`src/rtl/seg7_pkg.sv`:
```
// Shared definitions for the 7-segment scan driver: segment bit positions,
// the hex glyph table and the scan FSM state encoding.
package seg7_pkg;

    // Bit positions inside a 7-bit segment word {a,b,c,d,e,f,g}
    localparam int SEG_A = 6;
    localparam int SEG_B = 5;
    localparam int SEG_C = 4;
    localparam int SEG_D = 3;
    localparam int SEG_E = 2;
    localparam int SEG_F = 1;
    localparam int SEG_G = 0;

    typedef enum logic {
        S_BLANK = 1'b0,
        S_SHOW  = 1'b1
    } scan_state_e;

    // Standard hex glyphs, 1 = segment lit, bit 6 = segment a
    function automatic logic [6:0] hex_to_seg(input logic [3:0] hex);
        logic [6:0] g;
        g = 7'b0000000;
        case (hex)
            4'h0: g = 7'b1111110;
            4'h1: g = 7'b0110000;
            4'h2: g = 7'b1101101;
            4'h3: g = 7'b1111001;
            4'h4: g = 7'b0110011;
            4'h5: g = 7'b1011011;
            4'h6: g = 7'b1011111;
            4'h7: g = 7'b1110000;
            4'h8: g = 7'b1111111;
            4'h9: g = 7'b1111011;
            4'hA: g = 7'b1110111;
            4'hB: g = 7'b0011111;
            4'hC: g = 7'b1001110;
            4'hD: g = 7'b0111101;
            4'hE: g = 7'b1001111;
            4'hF: g = 7'b1000111;
        endcase
        return g;
    endfunction

endpackage

```
`src/rtl/seg7_hex_decoder.sv`:
```
// Combinational 4-bit hex to 7-segment glyph decoder (active-high segments).
module seg7_hex_decoder
    import seg7_pkg::*;
(
    input  logic [3:0] hex,
    output logic [6:0] seg
);

    logic [6:0] glyph;

    // Look up the glyph for the incoming nibble
    always_comb begin
        glyph = hex_to_seg(hex);
    end

    // Pin order is {a,b,c,d,e,f,g}; spelled out so a board remap is a one-line change
    assign seg = {glyph[SEG_A], glyph[SEG_B], glyph[SEG_C], glyph[SEG_D],
                  glyph[SEG_E], glyph[SEG_F], glyph[SEG_G]};

endmodule

```
`src/rtl/seg7_scan_driver.sv`:
```
// Time-multiplexed multi-digit 7-segment driver with a double-buffered load
// port, dead-time between digits and leading-zero suppression.
module seg7_scan_driver
    import seg7_pkg::*;
#(
    parameter int NUM_DIGITS     = 4,
    parameter int SCAN_DIV       = 1000,
    parameter int BLANK_CYCLES   = 2,
    parameter bit SEG_ACTIVE_LOW = 1'b0,
    parameter bit DIG_ACTIVE_LOW = 1'b1
)
(
    input  logic                    clk,
    input  logic                    reset,
    input  logic                    enable,
    input  logic                    lz_suppress,
    input  logic                    load_valid,
    output logic                    load_ready,
    input  logic [4*NUM_DIGITS-1:0] load_hex,
    input  logic [NUM_DIGITS-1:0]   load_dp,
    input  logic [NUM_DIGITS-1:0]   load_blank,
    output logic [6:0]              seg,
    output logic                    dp,
    output logic [NUM_DIGITS-1:0]   digit_en,
    output logic                    frame_done
);

    localparam int CNT_MAX = (SCAN_DIV > BLANK_CYCLES) ? SCAN_DIV : BLANK_CYCLES;
    localparam int CNT_W   = $clog2(CNT_MAX + 1);
    localparam int IDX_W   = (NUM_DIGITS > 1) ? $clog2(NUM_DIGITS) : 1;

    localparam logic [CNT_W-1:0]      BLANK_LAST = CNT_W'(BLANK_CYCLES - 1);
    localparam logic [CNT_W-1:0]      SHOW_LAST  = CNT_W'(SCAN_DIV - 1);
    localparam logic [IDX_W-1:0]      IDX_LAST   = IDX_W'(NUM_DIGITS - 1);
    localparam logic [6:0]            SEG_OFF    = {7{SEG_ACTIVE_LOW}};
    localparam logic                  DP_OFF     = SEG_ACTIVE_LOW;
    localparam logic [NUM_DIGITS-1:0] DIG_OFF    = {NUM_DIGITS{DIG_ACTIVE_LOW}};

    // Scan FSM
    scan_state_e      state_q, state_d;
    logic [IDX_W-1:0] idx_q, idx_d;
    logic [CNT_W-1:0] cnt_q, cnt_d;
    logic             frame_end;   // last cycle of last digit's SHOW
    logic             show_start;  // last BLANK cycle, SHOW begins next

    // Pending (load side) and active (display side) buffers
    logic                    pend_valid_q;
    logic [4*NUM_DIGITS-1:0] pend_hex_q;
    logic [NUM_DIGITS-1:0]   pend_dp_q;
    logic [NUM_DIGITS-1:0]   pend_blank_q;
    logic [4*NUM_DIGITS-1:0] act_hex_q;
    logic [NUM_DIGITS-1:0]   act_dp_q;
    logic [NUM_DIGITS-1:0]   act_blank_q;

    // Digit selection and leading-zero mask
    logic [NUM_DIGITS-1:0] sup;
    logic                  chain;
    logic [3:0]            sel_hex;
    logic                  sel_dp;
    logic                  sel_dark;
    logic [6:0]            glyph;

    // Segment pattern frozen for the digit currently being shown
    logic [6:0] cur_seg_q;
    logic       cur_dp_q;

    // Active-high view of the pins for the next cycle
    logic                  lit;
    logic [6:0]            seg_lit;
    logic                  dp_lit;
    logic [NUM_DIGITS-1:0] dig_lit;

    // Scan FSM state register
    // NOTE: every clocked block uses non-blocking (<=) assignments so all flops update together at the edge.
    always_ff @(posedge clk or negedge reset) begin
        if (!reset) begin
            state_q <= S_BLANK;
            idx_q   <= '0;
            cnt_q   <= '0;
        end else begin
            state_q <= state_d;
            idx_q   <= idx_d;
            cnt_q   <= cnt_d;
        end
    end

    // Scan FSM next state: BLANK dead-time, then SHOW, then advance to the next digit
    // NOTE: defaults assigned first so no path leaves a signal unassigned and no latch is inferred.
    always_comb begin
        state_d    = state_q;
        idx_d      = idx_q;
        cnt_d      = cnt_q;
        frame_end  = 1'b0;
        show_start = 1'b0;
        if (!enable) begin
            state_d = S_BLANK;
            idx_d   = '0;
            cnt_d   = '0;
        end else begin
            case (state_q)
                S_BLANK: begin
                    if (cnt_q == BLANK_LAST) begin
                        state_d    = S_SHOW;
                        cnt_d      = '0;
                        show_start = 1'b1;
                    end else begin
                        cnt_d = cnt_q + 1'b1;
                    end
                end
                S_SHOW: begin
                    if (cnt_q == SHOW_LAST) begin
                        state_d = S_BLANK;
                        cnt_d   = '0;
                        if (idx_q == IDX_LAST) begin
                            idx_d     = '0;
                            frame_end = 1'b1;
                        end else begin
                            idx_d = idx_q + 1'b1;
                        end
                    end else begin
                        cnt_d = cnt_q + 1'b1;
                    end
                end
                default: state_d = S_BLANK;
            endcase
        end
    end

    // Double buffer: accept into pending, publish to active at frame end or while dark
    // NOTE: the buffers are reset explicitly because the display must come up blank, not with garbage.
    always_ff @(posedge clk or negedge reset) begin
        if (!reset) begin
            pend_valid_q <= 1'b0;
            pend_hex_q   <= '0;
            pend_dp_q    <= '0;
            pend_blank_q <= '0;
            act_hex_q    <= '0;
            act_dp_q     <= '0;
            act_blank_q  <= '1;
        end else if (pend_valid_q && (frame_end || !enable)) begin
            act_hex_q    <= pend_hex_q;
            act_dp_q     <= pend_dp_q;
            act_blank_q  <= pend_blank_q;
            pend_valid_q <= 1'b0;
        end else if (load_valid && !pend_valid_q) begin
            pend_hex_q   <= load_hex;
            pend_dp_q    <= load_dp;
            pend_blank_q <= load_blank;
            pend_valid_q <= 1'b1;
        end
    end

    assign load_ready = !pend_valid_q;

    // Leading-zero mask: walk down from the top digit while digits stay zero with no dp
    always_comb begin
        sup   = '0;
        chain = 1'b1;
        for (int i = NUM_DIGITS - 1; i >= 1; i--) begin
            sup[i] = lz_suppress && chain && (act_hex_q[4*i +: 4] == 4'h0) && !act_dp_q[i];
            chain  = sup[i] || (chain && act_blank_q[i] && !act_dp_q[i]);
        end
    end

    // Pick the nibble and flags of the digit the scan is pointing at
    always_comb begin
        sel_hex  = 4'h0;
        sel_dp   = 1'b0;
        sel_dark = 1'b0;
        for (int i = 0; i < NUM_DIGITS; i++) begin
            if (idx_q == IDX_W'(i)) begin
                sel_hex  = act_hex_q[4*i +: 4];
                sel_dp   = act_dp_q[i];
                sel_dark = act_blank_q[i] || sup[i];
            end
        end
    end

    seg7_hex_decoder u_dec (
        .hex (sel_hex),
        .seg (glyph)
    );

    // Freeze the digit's pattern on entry to SHOW so flag changes never tear a lit digit
    always_ff @(posedge clk or negedge reset) begin
        if (!reset) begin
            cur_seg_q <= 7'b0000000;
            cur_dp_q  <= 1'b0;
        end else if (show_start) begin
            cur_seg_q <= sel_dark ? 7'b0000000 : glyph;
            cur_dp_q  <= sel_dp;
        end
    end

    // Active-high pin image derived from the current scan state
    always_comb begin
        lit     = enable && (state_q == S_SHOW);
        seg_lit = lit ? cur_seg_q : 7'b0000000;
        dp_lit  = lit && cur_dp_q;
        dig_lit = '0;
        for (int i = 0; i < NUM_DIGITS; i++) begin
            if (lit && (idx_q == IDX_W'(i))) begin
                dig_lit[i] = 1'b1;
            end
        end
    end

    // Output flops with board polarity applied
    always_ff @(posedge clk or negedge reset) begin
        if (!reset) begin
            seg        <= SEG_OFF;
            dp         <= DP_OFF;
            digit_en   <= DIG_OFF;
            frame_done <= 1'b0;
        end else begin
            seg        <= seg_lit ^ SEG_OFF;
            dp         <= dp_lit ^ DP_OFF;
            digit_en   <= dig_lit ^ DIG_OFF;
            frame_done <= frame_end;
        end
    end

endmodule

```
`config.mk`:
```
export PLATFORM = sky130hd
export DESIGN_NAME = seg7_scan_driver
export DESIGN_NICKNAME = d
export VERILOG_FILES = /design/src/rtl/seg7_pkg.sv /design/src/rtl/seg7_hex_decoder.sv /design/src/rtl/seg7_scan_driver.sv
export SDC_FILE = /design/constraint.sdc
export NUM_CORES = 1
export LEC_CHECK = 0
export BUFFER_PORTS_ARGS = -buffer_cell sky130_fd_sc_hd__buf_2
export CORE_UTILIZATION = 28
export CTS_CLUSTER_SIZE = 25
export DETAILED_ROUTE_END_ITERATION = 8
export MAX_ROUTING_LAYER = met4
export PLACE_DENSITY = 0.5
export SLEW_MARGIN = 20
export SYNTH_ARGS = -nofsm -noshare
export SYNTH_HDL_FRONTEND = slang
export SYNTH_SLANG_ARGS = --single-unit
```
`constraint.sdc`:
```
create_clock -name clk -period 3.1 [get_ports clk]
set_input_delay 0.93 -clock clk [delete_from_list [all_inputs] [get_ports clk]]
set_output_delay 0.93 -clock clk [all_outputs]
set_load 0.01 [all_outputs]
```
======== Word level (Yosys, flattened, before mapping) ========
Memory sizes are Yosys's and may differ from the RTL's.
Index checks and enable logic that the tools add are counted.
word-level totals
  output and inout bits ................... 14
  input bits .............................. 29
  memories ................................ 1
  bits in read-only memories .............. 112
  bits in registers ....................... 83
memory list
  memory            depth  bits a word  rd ports  clocked after memory_dff  write ports  RTL line        source
  (name not given)  16     7            1         0                         0            seg7_pkg.sv:23  case (hex)
cells by class
  reduce and logical (&&, ||, !) cells .... 37
  bitwise gates (word level) .............. 3
  multiplexer cells ....................... 38
  $add $sub $neg .......................... 2
  equality and inequality tests ........... 7
operator list
  operator                                        number
  2-to-1 mux 10 bit                               3
  2-to-1 mux 1 bit                                23
  case mux 10 bit (2 select lines)                1
  logical AND 1 bit                               19
  2-to-1 mux 4 bit                                4
  2-to-1 mux 7 bit                                2
  zero test 4 bit                                 3
  adder 10 x 1 -> 10 bit, second input constant   1
  == test 10 x 1 -> 1 bit, second input constant  1
  == test 10 bit, second input constant           1
  2-to-1 mux 2 bit                                4
  logical OR 1 bit                                6
  zero test 1 bit                                 5
  == test 2 bit, second input constant            2
  != test 2 x 1 -> 1 bit, second input constant   2
  NOT 4 bit                                       1
  AND reduction 2 bit                             2
  adder 2 x 1 -> 2 bit, second input constant     1
  == test 2 x 1 -> 1 bit, second input constant   1
  zero test 2 bit                                 1
  NOT 1 bit                                       2
  case mux 1 bit (2 select lines)                 1
  nonzero test 2 bit                              1

======== Longest topological paths before layout ========
Gate-level depths: netlist of the first run.
  depth in word-level cells ............... 16
  depth in mapped cells ................... 13
  mapped depth without buffers ............ 12

======== By module ========
From an unflattened synthesis of the first run, not the netlist that was laid out.
second synthesis, totals
  cell total of the unflattened synthesis .. 334
  area total of the unflattened synthesis .. 4103.9 sq um
modules (own cells, without submodules)
  module            cells an instance  instances  area each (sq um)
  seg7_scan_driver  301                1          3816.2
  seg7_hex_decoder  33                 1          287.8

======== Least setup slack after synthesis of the first run ========
Ideal clock, no wire load.
  kind .................................... reg-to-reg
  start ................................... register idx_q[0]
  end ..................................... register cur_seg_q[3]
  period minus slack after synthesis ...... 2496 ps
  library setup time ...................... 83 ps
  data arrival time ....................... 2413 ps
  setup slack ............................. 604 ps
  cell stages (with the launch flop) ...... 14
  data required time ...................... 3017 ps
  path buffers ............................ 1
  path through ............................ dfrtp_1 > inv_1 > ha_1 > clkbuf_1 > or2_2 > a221o_1 > o221ai_1 > inv_1 > ha_1 > inv_1 > nor2_1 > a211oi_1 > a31oi_1 > o21ai_0
between the ends
  word-level cells in the longest chain between the ends .. 7
ends and longest elaborated chain
  element                         RTL line                 source
  start: declaration              seg7_scan_driver.sv:41   logic [IDX_W-1:0] idx_q, idx_d;
  start signal: assignment        seg7_scan_driver.sv:82   idx_q <= idx_d;
  zero test 2 bit                 seg7_scan_driver.sv:171  if (idx_q == IDX_W'(i)) begin
  2-to-1 mux 4 bit (4 in series)  seg7_scan_driver.sv:171
  memory read (16 x 7 bit)        --
  2-to-1 mux 7 bit (*)            seg7_scan_driver.sv:190  cur_seg_q <= sel_dark ? 7'b0000000 : glyph;
  end signal: assignment          seg7_scan_driver.sv:190
  end: declaration                seg7_scan_driver.sv:64   logic [6:0] cur_seg_q;
Every way passes the cells marked *; elsewhere a longest branch is shown, timed or not.
A chain may end at the register's enable or synchronous reset.

======== Final worst setup path of the first run ========
Same ends and word-level chain as after synthesis.

==> reports/results.tsv, run 1 <==
metric	value	unit
Layout area overhead	17.07	%
Root Driver	clkbuf_16	
Pins Over Slew Limit	0	
Final min period	2696	ps
vias in the first global route	2466	
core area	13400	sq um
first-pass GRT wire length	12900	microns
Leak	2.052	nW
status	complete, no violations	
share of cells above drive strength 1	36.39	%
clk sinks	83	
largest cells by area after synthesis	dfrtp_1 48%, mux2_2 8.4%, mux2_4 7.3%, dfstp_2 5.4%, ha_1 3.5%	
Final Wtd Congestion	0.8128	
critical path data arrival time	2950	ps
slowest stage delay, CP	400	ps
DR DRC count	0	
Clock Latency Late Sink	330	ps
initial antenna violation count	0	
syn_nets	349	
Overall Power	0.003405	W
sequence of cells on the critical path	inv_1 > ha_1 > or2_2 > a221o_1 > o221ai_1 > inv_1 > ha_1 > inv_1 > nor2_1 > a211oi_1 > a31oi_1 > o21ai_0	
full die area	14350	sq um
GRT Total Usage	11.92	%
hold buffer count at cts	0	
Top cell by count, worst path	inv_1	
fin crit share	86.97	%
WP data required	3350	ps
Num CTS Buffers	9	
pin count of the biggest net entering global routing	43	
Synth async-reset ratio	100.0	%
layout net count	395	
Initial DRT Pass Iterations	4	
synth warn	0	
Max-slew headroom	55.75	%
WL/cell	13.96	microns
via/cell ratio	4.498	
most common cell in the netlist	dfrtp_1	
DR iter-0 viols	116	
CP Class	reg2reg	
post-route cell area	4548	sq um
Final Hold Viols	0	
num ports	43	
VDD IR max	311.7	uV
Synth Instances	309	
sequential area share after synthesis	53.72	%
post_cts resized	0	
startpoint types	flip-flop	
setup TNS	0	ps
Netlist Area Pre-Place	3885	sq um
row count	42	
ys flop type	dfrtp_1	
final setup skew	4.898	ps
TritonCTS clock tree	done	
Die H	119.8	microns
total grt overflow	0	
setup bufs post-CTS	0	
n_diodes	0	
critical path capture point type	flip-flop	
hold slack	475.9	ps
most frequent cells after synthesis	75 x dfrtp_1, 29 x mux2_2, 19 x mux2_4, 19 x nor2_1, 16 x nand2_1	
crit path max-delay cell type	dfrtp_1	
deepest clock path buffer count	2	
Vias	2411	
ANT nets after route	0	
DP Area	4269	sq um
final setup vio count	0	
final WL	7485	microns
min-delay worst type	reg2reg	
#FFs+latches synth	83	
cell taking the most area after synthesis	dfrtp_1	
Least-Margin Pin Slew	660.7	ps
CTS H-tree lvls	3	
Netlist cell types	53	
Starting Density	28.99	%
Die Wd	119.8	microns
fmax	370.9	MHz
mean post-synth cell area	12.57	sq um
RSZ-0062 raised after global routing	false	
Synth top area share	48.31	%
max_cap viols	0	
dpl hpwl	5530	microns
Port Buffers	42	
PD cells	748.6	nW/um^2
EDFF count, synth	0	
Clock transition at path regs	60	ps
Max FO, Critical Path	10	
[area by class of cell]
| type | count | area [sq um] |
|---|---|---|
| Multi-Input combinational cell | 201 | 1647 |
| Clock inverter | 6 | 50.05 |
| Fill cell | 1370 | 8852 |
| Sequential cell | 83 | 2087 |
| Tap cell | 176 | 220.2 |
| Inverter | 12 | 45.04 |
| Timing Repair Buffer | 48 | 270.3 |
| Clock buffer | 10 | 229.0 |
[registers in the layout, summed over array words and instances (netlist names), 2 cells and up]
signal / flops
pend_blank_q: 4
cnt_q: 10
act_dp_q: 4
cur_seg_q: 7
seg: 7
idx_q: 2
pend_dp_q: 4
pend_hex_q: 16
act_blank_q: 4
act_hex_q: 16
digit_en: 4
[layer usage]
layer	track usage, %	vias up	routed length, microns
li1	-	1186	-
met5	-	-	0
met4	3.516	0	90
met2	16.98	54	3286
met3	3.660	9	340
met1	16.21	1162	3767
[worst max-delay path: cells and delay by family (launching register included)]
family	cells	cell delay, ps
flip-flops	1	400
AND/OR/NAND/NOR	2	400
AO/OA/AOI/OAI	5	890
adder cells (fa/ha/maj)	2	590
buffers and inverters	3	330
[logic make-up after synthesis]
logic type,synth area share (%)
xor gates and xnor gates,2.029
muxes,17.04
DFF,53.72
adders and majority gates,3.543
and+or+nand+nor,12.17
AOI/OAI and AO/OA,7.536
buffers and inverters,3.961
[layout by cell type (no fill, tap or decap), types with 5 or more instances in the layout]
cell type,synthesis,final
nand2_1,16,16
mux2_4,19,19
xor2_1,5,5
buf_2,2,41
ha_1,11,11
buf_4,0,6
mux2i_1,5,5
and3_1,10,10
o22ai_1,5,5
mux2_2,29,29
dfrtp_1,75,75
o21ai_0,9,9
nor2b_1,6,5
dfstp_2,8,8
nor2_1,19,19
clkbuf_16,0,9
nand3_1,12,12
inv_1,12,12
[worst paths after layout]
| kind | startpoint | end | cells after the start | slack, ps |
|---|---|---|---|---|
| max in group asynchronous | reset | act_blank_q[3] | 2 | 1850 |
| max | idx_q[0] | cur_seg_q[3] | 12 | 400 |
| min reg2reg | cur_seg_q[0] | cur_seg_q[0] | 2 | 480 |
| min | cur_seg_q[0] | cur_seg_q[0] | 2 | 480 |
| max reg2reg | idx_q[0] | cur_seg_q[3] | 12 | 400 |
| min in group asynchronous | reset | seg[0] | 1 | 580 |
[per-stage QoR]
stage               instances  setup WS, ps  util [%]
floorplan                 309         604.0         -
global placement          520         504.5     31.86
detailed placement        520         417.9     31.86
CTS                       536         399.8     33.94
global route              536         96.88     33.94
finish                    536         403.8     33.94
[where the power goes]
| group | leakage (nW) | switching (W) | internal [W] |
|---|---|---|---|
| registers | 1.02 | 0.000215 | 0.00138 |
| logic | 0.907 | 0.000365 | 0.000458 |
| clock network | 0.129 | 0.000436 | 0.000549 |
No activity file was read; power rests on OpenSTA's default activity.
==> run 2, diff against run 1 <==
Settings changed: CTS_BUF_LIST set to sky130_fd_sc_hd__clkbuf_8.
==> run 2 against run 1 <==
Cell count unchanged. Non-clock buffer count unchanged. Wire length down 0.15%. Worst setup slack worse by 9.0 ps. Sequential share of layout area up 1.0 points. Critical path type unchanged. Critical endpoint unchanged. Largest power group unchanged. Highest routed layer unchanged.
==> reports/results.tsv, run 2 (synthesis results as in run 1) <==
metric	value	unit
WL/cell	13.94	microns
Top Registers	act_hex_q x16, pend_hex_q x16, cnt_q x10	
Final Wtd Congestion	0.8128	
GRT Total Usage	11.88	%
hold buffer count at cts	0	
status	complete, no violations	
setup TNS	0	ps
total grt overflow	0	
post_cts resized	0	
final setup vio count	0	
CP Class	reg2reg	
setup bufs post-CTS	0	
Clock transition at path regs	80	ps
Port Buffers	42	
share of cells above drive strength 1	36.39	%
Pins Over Slew Limit	0	
Max FO, Critical Path	10	
critical path capture point type	flip-flop	
initial antenna violation count	0	
vias in the first global route	2484	
TritonCTS clock tree	done	
PD cells	700.8	nW/um^2
first-pass GRT wire length	12950	microns
CTS H-tree lvls	3	
num ports	43	
Final min period	2705	ps
final setup skew	12.21	ps
Max-slew headroom	54.89	%
full die area	14350	sq um
ANT nets after route	0	
max_cap viols	0	
fill count	1379	
Num CTS Buffers	9	
n_diodes	0	
pin count of the biggest net entering global routing	43	
via/cell ratio	4.498	
row count	42	
Die Wd	119.8	microns
VDD IR max	268.8	uV
DR iter-0 viols	107	
layout net count	395	
startpoint types	flip-flop	
core area	13400	sq um
WP data required	3370	ps
critical path data arrival time	2980	ps
final WL	7474	microns
commonest non-fill, non-tap cell in the layout	dfrtp_1	
Vias	2411	
post-route cell area	4447	sq um
Leak	2.010	nW
Die H	119.8	microns
Least-Margin Pin Slew	673.5	ps
most frequent cells in the layout	75 x dfrtp_1, 41 x buf_2, 29 x mux2_2	
Final Hold Viols	0	
fin crit share	87.26	%
Initial DRT Pass Iterations	4	
Root Driver	clkbuf_8	
DP Area	4269	sq um
deepest clock path buffer count	2	
Clock Latency Late Sink	360	ps
DR DRC count	0	
Starting Density	28.99	%
min-delay worst type	reg2reg	
dpl hpwl	5530	microns
fmax	369.7	MHz
clk sinks	83	
Layout area overhead	14.46	%
RSZ-0062 raised after global routing	false	
## run 2: changes by cell type in the layout (fill, tap and decap cells not counted), sizes merged
cell    before  now
clkbuf      10    9
inv         13   14
## run 2: worst paths after layout
path / depth (start not counted) / startpoint / slack, ps / to
max: 12 / idx_q[0] / 390 / cur_seg_q[3]
min: 2 / cur_seg_q[0] / 480 / cur_seg_q[0]
max reg2reg: 12 / idx_q[0] / 390 / cur_seg_q[3]
min reg2reg: 2 / cur_seg_q[0] / 480 / cur_seg_q[0]
max in group asynchronous: 2 / reset / 1880 / act_blank_q[3]
min in group asynchronous: 1 / reset / 560 / seg[0]
## run 2: metrics by stage
stage                     cells  total power (W)  utilization, %  setup slack, ps  hold slack, ps
final                       536         0.003116           33.18            394.8           481.1
after global routing        536         0.003333           33.18            86.60           503.7
after CTS                   536         0.003161           33.18            392.2           485.7
after detailed placement    520         0.002451           31.86            417.9           466.6
after global placement      520         0.002427           31.86            504.5           459.5
after floorplan             309         0.002201               -            604.0           441.8
## run 2: critical path, cell delays in order, from the launching register on
cell and delay [ps]:
dfrtp_1 410, inv_1 90, ha_1 330, or2_2 360
a221o_1 270, o221ai_1 210, inv_1 140, ha_1 260
inv_1 100, nor2_1 50, a211oi_1 200, a31oi_1 50
o21ai_0 170
## run 2: cell type report
type | count | area [sq um] | area share [%]
clock buffers | 9 | 123.9 | 2.786
well taps | 176 | 220.2 | 4.952
flip-flops and latches | 83 | 2087 | 46.93
clock inverters | 7 | 53.80 | 1.210
multi-input cells | 201 | 1647 | 37.03
inverters | 12 | 45.04 | 1.013
repair buffers | 48 | 270.3 | 6.078
## run 2: power breakdown
part,internal (W),switching (W)
combinational,0.000457,0.000363
sequential,0.00138,0.000216
clock,0.000295,0.000406
total,0.00213,0.000985
## run 2: metal layers
layer / global-route usage (%) / up-vias / share of wire, % / wire length, microns
li1: - / 1187 / - / -
met4: 3.750 / 0 / 0.91 / 68
met1: 16.16 / 1163 / 51 / 3796
met3: 3.232 / 6 / 4.7 / 348
met2: 17.12 / 55 / 44 / 3262
met5: - / - / 0 / 0
